===== config.mk =====
export PLATFORM = sky130hd
export DESIGN_NAME = branch_predictor
export DESIGN_NICKNAME = d
export VERILOG_FILES = /design/src/rtl/bp_pkg.sv /design/src/rtl/sat_ctr2.sv /design/src/rtl/branch_predictor.sv
export SDC_FILE = /design/constraint.sdc
export NUM_CORES = 2
export LEC_CHECK = 0
export CAP_MARGIN = 20
export CORE_ASPECT_RATIO = 1.2
export CORE_MARGIN = 4
export CORE_UTILIZATION = 51
export CTS_BUF_LIST = sky130_fd_sc_hd__clkbuf_2 sky130_fd_sc_hd__clkbuf_4 sky130_fd_sc_hd__clkbuf_8
export CTS_CLUSTER_DIAMETER = 80
export CTS_CLUSTER_SIZE = 28
export DETAILED_ROUTE_END_ITERATION = 16
export DONT_BUFFER_PORTS = 1
export GPL_TIMING_DRIVEN = 0
export PLACE_DENSITY = 0.68
export SYNTH_ARGS = -nofsm -noshare
export SYNTH_HDL_FRONTEND = slang
export SYNTH_SLANG_ARGS = --single-unit

===== constraint.sdc =====
create_clock -name clk_i -period 6.1 [get_ports clk_i]
set_input_delay 1.22 -clock clk_i [delete_from_list [all_inputs] [get_ports clk_i]]
set_output_delay 1.22 -clock clk_i [all_outputs]
set_load 0.005 [all_outputs]

===== src/rtl/bp_pkg.sv =====
// rtl/bp_pkg.sv - shared types and widths for the fetch-stage branch predictor
package bp_pkg;

    localparam int BP_DATA_WIDTH = 32;
    localparam int BP_INDEX_BITS = 4;
    localparam int BP_ENTRIES    = 1 << BP_INDEX_BITS;
    localparam int BP_TAG_BITS   = BP_DATA_WIDTH - BP_INDEX_BITS - 2;

    typedef enum logic [1:0] {
        SNT = 2'b00,
        WNT = 2'b01,
        WT  = 2'b10,
        ST  = 2'b11
    } ctr_t;

    typedef struct packed {
        logic                     valid;
        logic [BP_TAG_BITS-1:0]   tag;
        ctr_t                     ctr;
        logic [BP_DATA_WIDTH-1:0] target;
    } btb_entry_t;

endpackage


===== src/rtl/sat_ctr2.sv =====
// rtl/sat_ctr2.sv - next state of a 2-bit saturating direction counter
module sat_ctr2
    import bp_pkg::*;
(
    input  ctr_t i_ctr,
    input  logic i_taken,
    output ctr_t o_ctr
);

    always_comb begin
        o_ctr = i_ctr;
        case (i_ctr)
            SNT:     o_ctr = i_taken ? WNT : SNT;
            WNT:     o_ctr = i_taken ? WT  : SNT;
            WT:      o_ctr = i_taken ? ST  : WNT;
            ST:      o_ctr = i_taken ? ST  : WT;
            default: o_ctr = WNT;
        endcase
    end

endmodule


===== src/rtl/branch_predictor.sv =====
// rtl/branch_predictor.sv - direct-mapped BTB predictor with execute-stage training
// and branch/mispredict performance counters.
module branch_predictor
    import bp_pkg::*;
#(
    parameter int DATA_WIDTH = BP_DATA_WIDTH,
    parameter int INDEX_BITS = BP_INDEX_BITS
) (
    input  logic                  clk_i,
    input  logic                  rst_i,
    input  logic [DATA_WIDTH-1:0] PCF_i,
    output logic                  PredictTaken_o,
    output logic [DATA_WIDTH-1:0] PredictTarget_o,
    input  logic                  UpdateEn_i,
    input  logic [DATA_WIDTH-1:0] UpdatePC_i,
    input  logic                  UpdateTaken_i,
    input  logic [DATA_WIDTH-1:0] UpdateTarget_i,
    input  logic                  UpdatePredTaken_i,
    input  logic [DATA_WIDTH-1:0] UpdatePredTarget_i,
    output logic                  Mispredict_o,
    output logic [31:0]           BranchCount_o,
    output logic [31:0]           MispredictCount_o
);

    localparam int ENTRIES  = 1 << INDEX_BITS;
    localparam int TAG_BITS = DATA_WIDTH - INDEX_BITS - 2;

    btb_entry_t r_btb [ENTRIES];
    logic [31:0] r_branch_count;
    logic [31:0] r_mispredict_count;

    logic [INDEX_BITS-1:0] w_lk_idx;
    logic [TAG_BITS-1:0]   w_lk_tag;
    btb_entry_t            w_lk_entry;
    logic                  w_lk_hit;
    logic [INDEX_BITS-1:0] w_up_idx;
    logic [TAG_BITS-1:0]   w_up_tag;
    btb_entry_t            w_up_entry;
    logic                  w_up_hit;
    ctr_t                  w_up_ctr;
    logic                  w_unused;

    // Word-aligned PCs: the two low bits never take part in index or tag.
    assign w_unused = ^{PCF_i[1:0], UpdatePC_i[1:0]};

    assign w_lk_idx   = PCF_i[INDEX_BITS+1:2];
    assign w_lk_tag   = PCF_i[DATA_WIDTH-1:INDEX_BITS+2];
    assign w_lk_entry = r_btb[w_lk_idx];
    assign w_lk_hit   = w_lk_entry.valid && (w_lk_entry.tag == w_lk_tag);

    assign PredictTaken_o  = w_lk_hit && w_lk_entry.ctr[1];
    assign PredictTarget_o = w_lk_hit ? w_lk_entry.target : '0;

    assign w_up_idx   = UpdatePC_i[INDEX_BITS+1:2];
    assign w_up_tag   = UpdatePC_i[DATA_WIDTH-1:INDEX_BITS+2];
    assign w_up_entry = r_btb[w_up_idx];
    assign w_up_hit   = w_up_entry.valid && (w_up_entry.tag == w_up_tag);

    sat_ctr2 u_sat_ctr2 (
        .i_ctr   (w_up_entry.ctr),
        .i_taken (UpdateTaken_i),
        .o_ctr   (w_up_ctr)
    );

    assign Mispredict_o = UpdateEn_i &&
        ((UpdateTaken_i != UpdatePredTaken_i) ||
         (UpdateTaken_i && (UpdatePredTarget_i != UpdateTarget_i)));

    assign BranchCount_o     = r_branch_count;
    assign MispredictCount_o = r_mispredict_count;

    always_ff @(posedge clk_i) begin
        if (rst_i) begin
            for (int i = 0; i < ENTRIES; i++) begin
                r_btb[i] <= '{valid: 1'b0, tag: '0, ctr: WNT, target: '0};
            end
            r_branch_count     <= '0;
            r_mispredict_count <= '0;
        end else begin
            if (UpdateEn_i) begin
                if (w_up_hit) begin
                    r_btb[w_up_idx].ctr <= w_up_ctr;
                    if (UpdateTaken_i) begin
                        r_btb[w_up_idx].target <= UpdateTarget_i;
                    end
                end else if (UpdateTaken_i) begin
                    // Taken miss claims the slot; any aliasing owner is evicted.
                    r_btb[w_up_idx] <= '{valid: 1'b1, tag: w_up_tag, ctr: WT,
                                         target: UpdateTarget_i};
                end
            end
            if (UpdateEn_i && (r_branch_count != 32'hFFFF_FFFF)) begin
                r_branch_count <= r_branch_count + 32'd1;
            end
            if (Mispredict_o && (r_mispredict_count != 32'hFFFF_FFFF)) begin
                r_mispredict_count <= r_mispredict_count + 32'd1;
            end
        end
    end

endmodule


==> metrics.md <==
| Metric | Value |
|---|---|
| Area grow syn2layout | `8.34%` |
| Sink Count | `1,040` |
| Count leader, synth | `edfxtp_1` |
| R2R cell count | `12` |
| Share of post-route cells with drive strength above 1 | `19.1%` |
| Synth top area share | `55.3%` |
| Antenna-violating nets left | `0` |
| Register area | `0.0304 mm^2` |
| Clk_lat worst skew | `0.84 ns` |
| Synth area leader | `edfxtp_1` |
| Failing checks | `setup timing` |
| CTS Root Cell | `clkbuf_8` |
| FF-to-FF End | `r_btb[3][56]$_DFFE_PP_` |
| Hold Vio Cnt, Final | `0` |
| Worst Setup SP | `PCF_i[3]` |
| Critical-path cell list | `clkbuf_4 -> clkbuf_4 -> buf_8 -> clkbuf_8 -> mux4_2 -> xnor2_2 -> nand4_1 -> nor4_4 -> buf_4 -> nand4_1 -> buf_8 -> clkbuf_8 -> nor2b_4` |
| RePlAce Congestion | `1.03` |
| Final Core Density | `55.7%` |
| Slew Viols, Final | `0` |
| Grt ovf | `0` |
| # fillers | `8,305` |
| Clock Skew | `0.0886 ns` |
| Leak | `20.4 nW` |
| Placed cells | `4,969` |
| Crit start category | `primary input` |
| Cells after Synth | `3,559` |
| Final net count | `3,797` |
| Number of remaining DRC errors | `0` |
| Min Tclk post-route | `6.19 ns` |
| Synth unique cells | `66` |
| Sequential share of the synthesized area | `58.3%` |
| Full die area | `0.107 mm^2` |
| First-pass GRT wire length | `272,000 um` |
| H-tree Lvls | `2` |
| Routed vias/inst | `6.97` |
| Synth cell count leaders | `960 x edfxtp_1, 524 x and2_1, 439 x and3_1` |
| Largest net degree at the start of global routing | `33` |
| Initial Util | `51.4%` |
| Worst setup EP type | `primary output` |
| Dpl ws | `-2.00 ns` |
| Crit path required time | `4.88 ns` |
| VDD IR-drop max | `0.000227 V` |
| Fmax | `0.162 GHz` |
| Buffers on Ports | `0` |
| Final period util | `101%` |
| Core outline area | `0.102 mm^2` |
| Post-Syn Area per Cell | `14.7 um^2` |
| Worst EP arrival | `4.97 ns` |
| Number of flops mapped to enable cells by yosys | `960` |
| Crit-path max cell delay | `0.58 ns` |
| Total wire length | `199,000 um` |
| Vias | `35,383` |
| Die width | `300 um` |
| HPWL Detailed | `138,000 um` |
| Drt first pass iters | `8` |
| Max stage delay cell, worst path | `mux4_2` |
| Syn Std Cell Area | `0.0522 mm^2` |
| Multi-input gate area | `0.0204 mm^2` |
| Ranking of synthesized cells by area | `edfxtp_1 55%, mux4_2 17%, and2_1 6.3%, and3_1 5.3%, dfxtp_1 3.1%` |
| Final Hold Slack | `0.514 ns` |
| Slew HR | `13.5%` |
| Post-route cell area | `0.0565 mm^2` |
| IO Count | `231` |
| Final WS setup | `-0.0890 ns` |
| FF+latch count, synth | `1,040` |
| Setup violations, final | `103` |
| Pwr/cell area | `240 mW/mm^2` |
| Power Total | `13.5 mW` |
| Post-DP Area | `0.0549 mm^2` |
| Post-Route Setup TNS | `-1.99 ns` |
| Outcome | `complete, but fails checks` |
| Syn nets | `3,694` |
| RSZ-0062 raised after global routing | `false` |
| Worst Setup EP | `PredictTarget_o[2]` |
| Yosys warns | `0` |
| Critical path class | `primary input to primary output` |
| CTS tree | `yes` |
| Slew @ Worst Pin | `1.30 ns` |
| Vias in the first global route | `34,853` |
| Fin cells | `5,080` |
| Worst Hold Class | `register to register` |
| Async set-reset flop share out of synthesis | `0%` |
| Routed wire length per instance | `39.2 um` |
| Main flop type after synthesis | `edfxtp_1` |
| Clk pin slew, worst setup/hold paths | `0.18 ns` |
| Row count | `128` |
| Num CTS Buffers | `49` |
| Initial antenna violation count | `12` |
| Total track usage | `36.6%` |
| Max Cap Viol | `0` |
| DIE HEIGHT | `358 um` |
| CTS Hold Bufs | `0` |
| Initial drt markers | `5,695` |
| Maximum buffer depth of the clock tree | `3` |
| RR Startpoint | `r_btb[14][57]$_DFFE_PP_` |
| R2R Setup Slk | `1.06 ns` |
| Critical Path Fanout Max | `12` |
==> sequential cells by signal (all words and copies together) (netlist names) <==
name               cells
BranchCount_o         32
MispredictCount_o     32
r_btb                976
==> per-layer routing <==
| metal | GRT usage (%) | vias to the layer above | routed length, um |
|---|---|---|---|
| met4 | 25.4 | 2 | 17600 |
| met2 | 57.5 | 2917 | 91300 |
| li1 | - | 13792 | - |
| met1 | 44.1 | 17837 | 64600 |
| met3 | 10.5 | 835 | 25700 |
| met5 | 0 | - | 10 |
==> final cells by class <==
cell class	count	area share (%)
antenna	12	0.0531
multi-input combinational	2119	36.1
sequential	1040	53.8
clock buffer	71	1.49
timing repair buffer	52	1.68
clock inverter	21	0.525
buffer	368	3.07
inverter	32	0.215
tap	1365	3.02
==> kinds of logic after synthesis <==
logic type | count (synthesis) | share of synthesized area, %
AOI/OAI and AO/OA | 201 | 2.59
xor gates and xnor gates | 132 | 2.22
adders and majority gates | 2 | 0.0480
buffers and inverters | 400 | 3.15
DFF | 1040 | 58.3
muxes | 482 | 18.7
and+or+nand+nor | 1302 | 15.0
==> placed cells by master (no fill, tap or decap), drive strengths merged, types with 6 or more instances in the layout <==
| cell type | n |
|---|---|
| a31oi | 6 |
| nor4 | 11 |
| clkinv | 12 |
| dfxtp | 80 |
| nand3 | 35 |
| a31o | 12 |
| diode | 12 |
| and2 | 524 |
| nor3 | 37 |
| mux4 | 393 |
| mux2i | 74 |
| and3 | 439 |
| or3 | 22 |
| xnor2 | 80 |
| nand2b | 7 |
| xor2 | 52 |
| nor2b | 42 |
| or2 | 23 |
| buf | 115 |
| a21oi | 36 |
| o22ai | 8 |
| nand4 | 23 |
| nand2 | 40 |
| edfxtp | 960 |
| a22oi | 18 |
| clkdlybuf4s15 | 9 |
| inv | 37 |
| a2111oi | 6 |
| a21o | 34 |
| mux2 | 15 |
| nor2 | 81 |
| o21ai | 47 |
| clkbuf | 367 |
==> report_power, final <==
part	switching, mW	internal (mW)	total (mW)
sequential	0.150	8.13	8.28
clock	2.44	1.02	3.46
combinational	1.07	0.743	1.81
==> worst min path at each step <==
stage / start / endpoint / slack (ns) / depth (start not counted)
finish: r_btb[0][60]$_SDFFE_PN1P_ / r_btb[0][60]$_SDFFE_PN1P_ / 0.51 / 1
global route: r_btb[12][60]$_SDFFE_PN1P_ / r_btb[12][60]$_SDFFE_PN1P_ / 0.52 / 1
CTS: r_btb[0][60]$_SDFFE_PN1P_ / r_btb[0][60]$_SDFFE_PN1P_ / 0.51 / 1
detailed placement: r_btb[13][60]$_SDFFE_PN1P_ / r_btb[13][60]$_SDFFE_PN1P_ / 0.47 / 1
global placement: r_btb[4][60]$_SDFFE_PN1P_ / r_btb[4][60]$_SDFFE_PN1P_ / 0.45 / 1
floorplan: r_btb[0][60]$_SDFFE_PN1P_ / r_btb[0][60]$_SDFFE_PN1P_ / 0.44 / 1
==> worst max-delay path: cells and delay by family <==
family | cells | cell delay, ns
XOR/XNOR | 1 | 0.30
buffers and inverters | 7 | 1.84
multiplexers | 1 | 0.58
AND/OR/NAND/NOR | 4 | 1.00
==> timing repair <==
action,CTS,global route
gates resized for setup,100,19
cloned,0,0
pin swaps,3,3
setup buffers,2,0
setup endpoints to repair,348,73
Note: power is estimated with default switching activity, not from simulation.
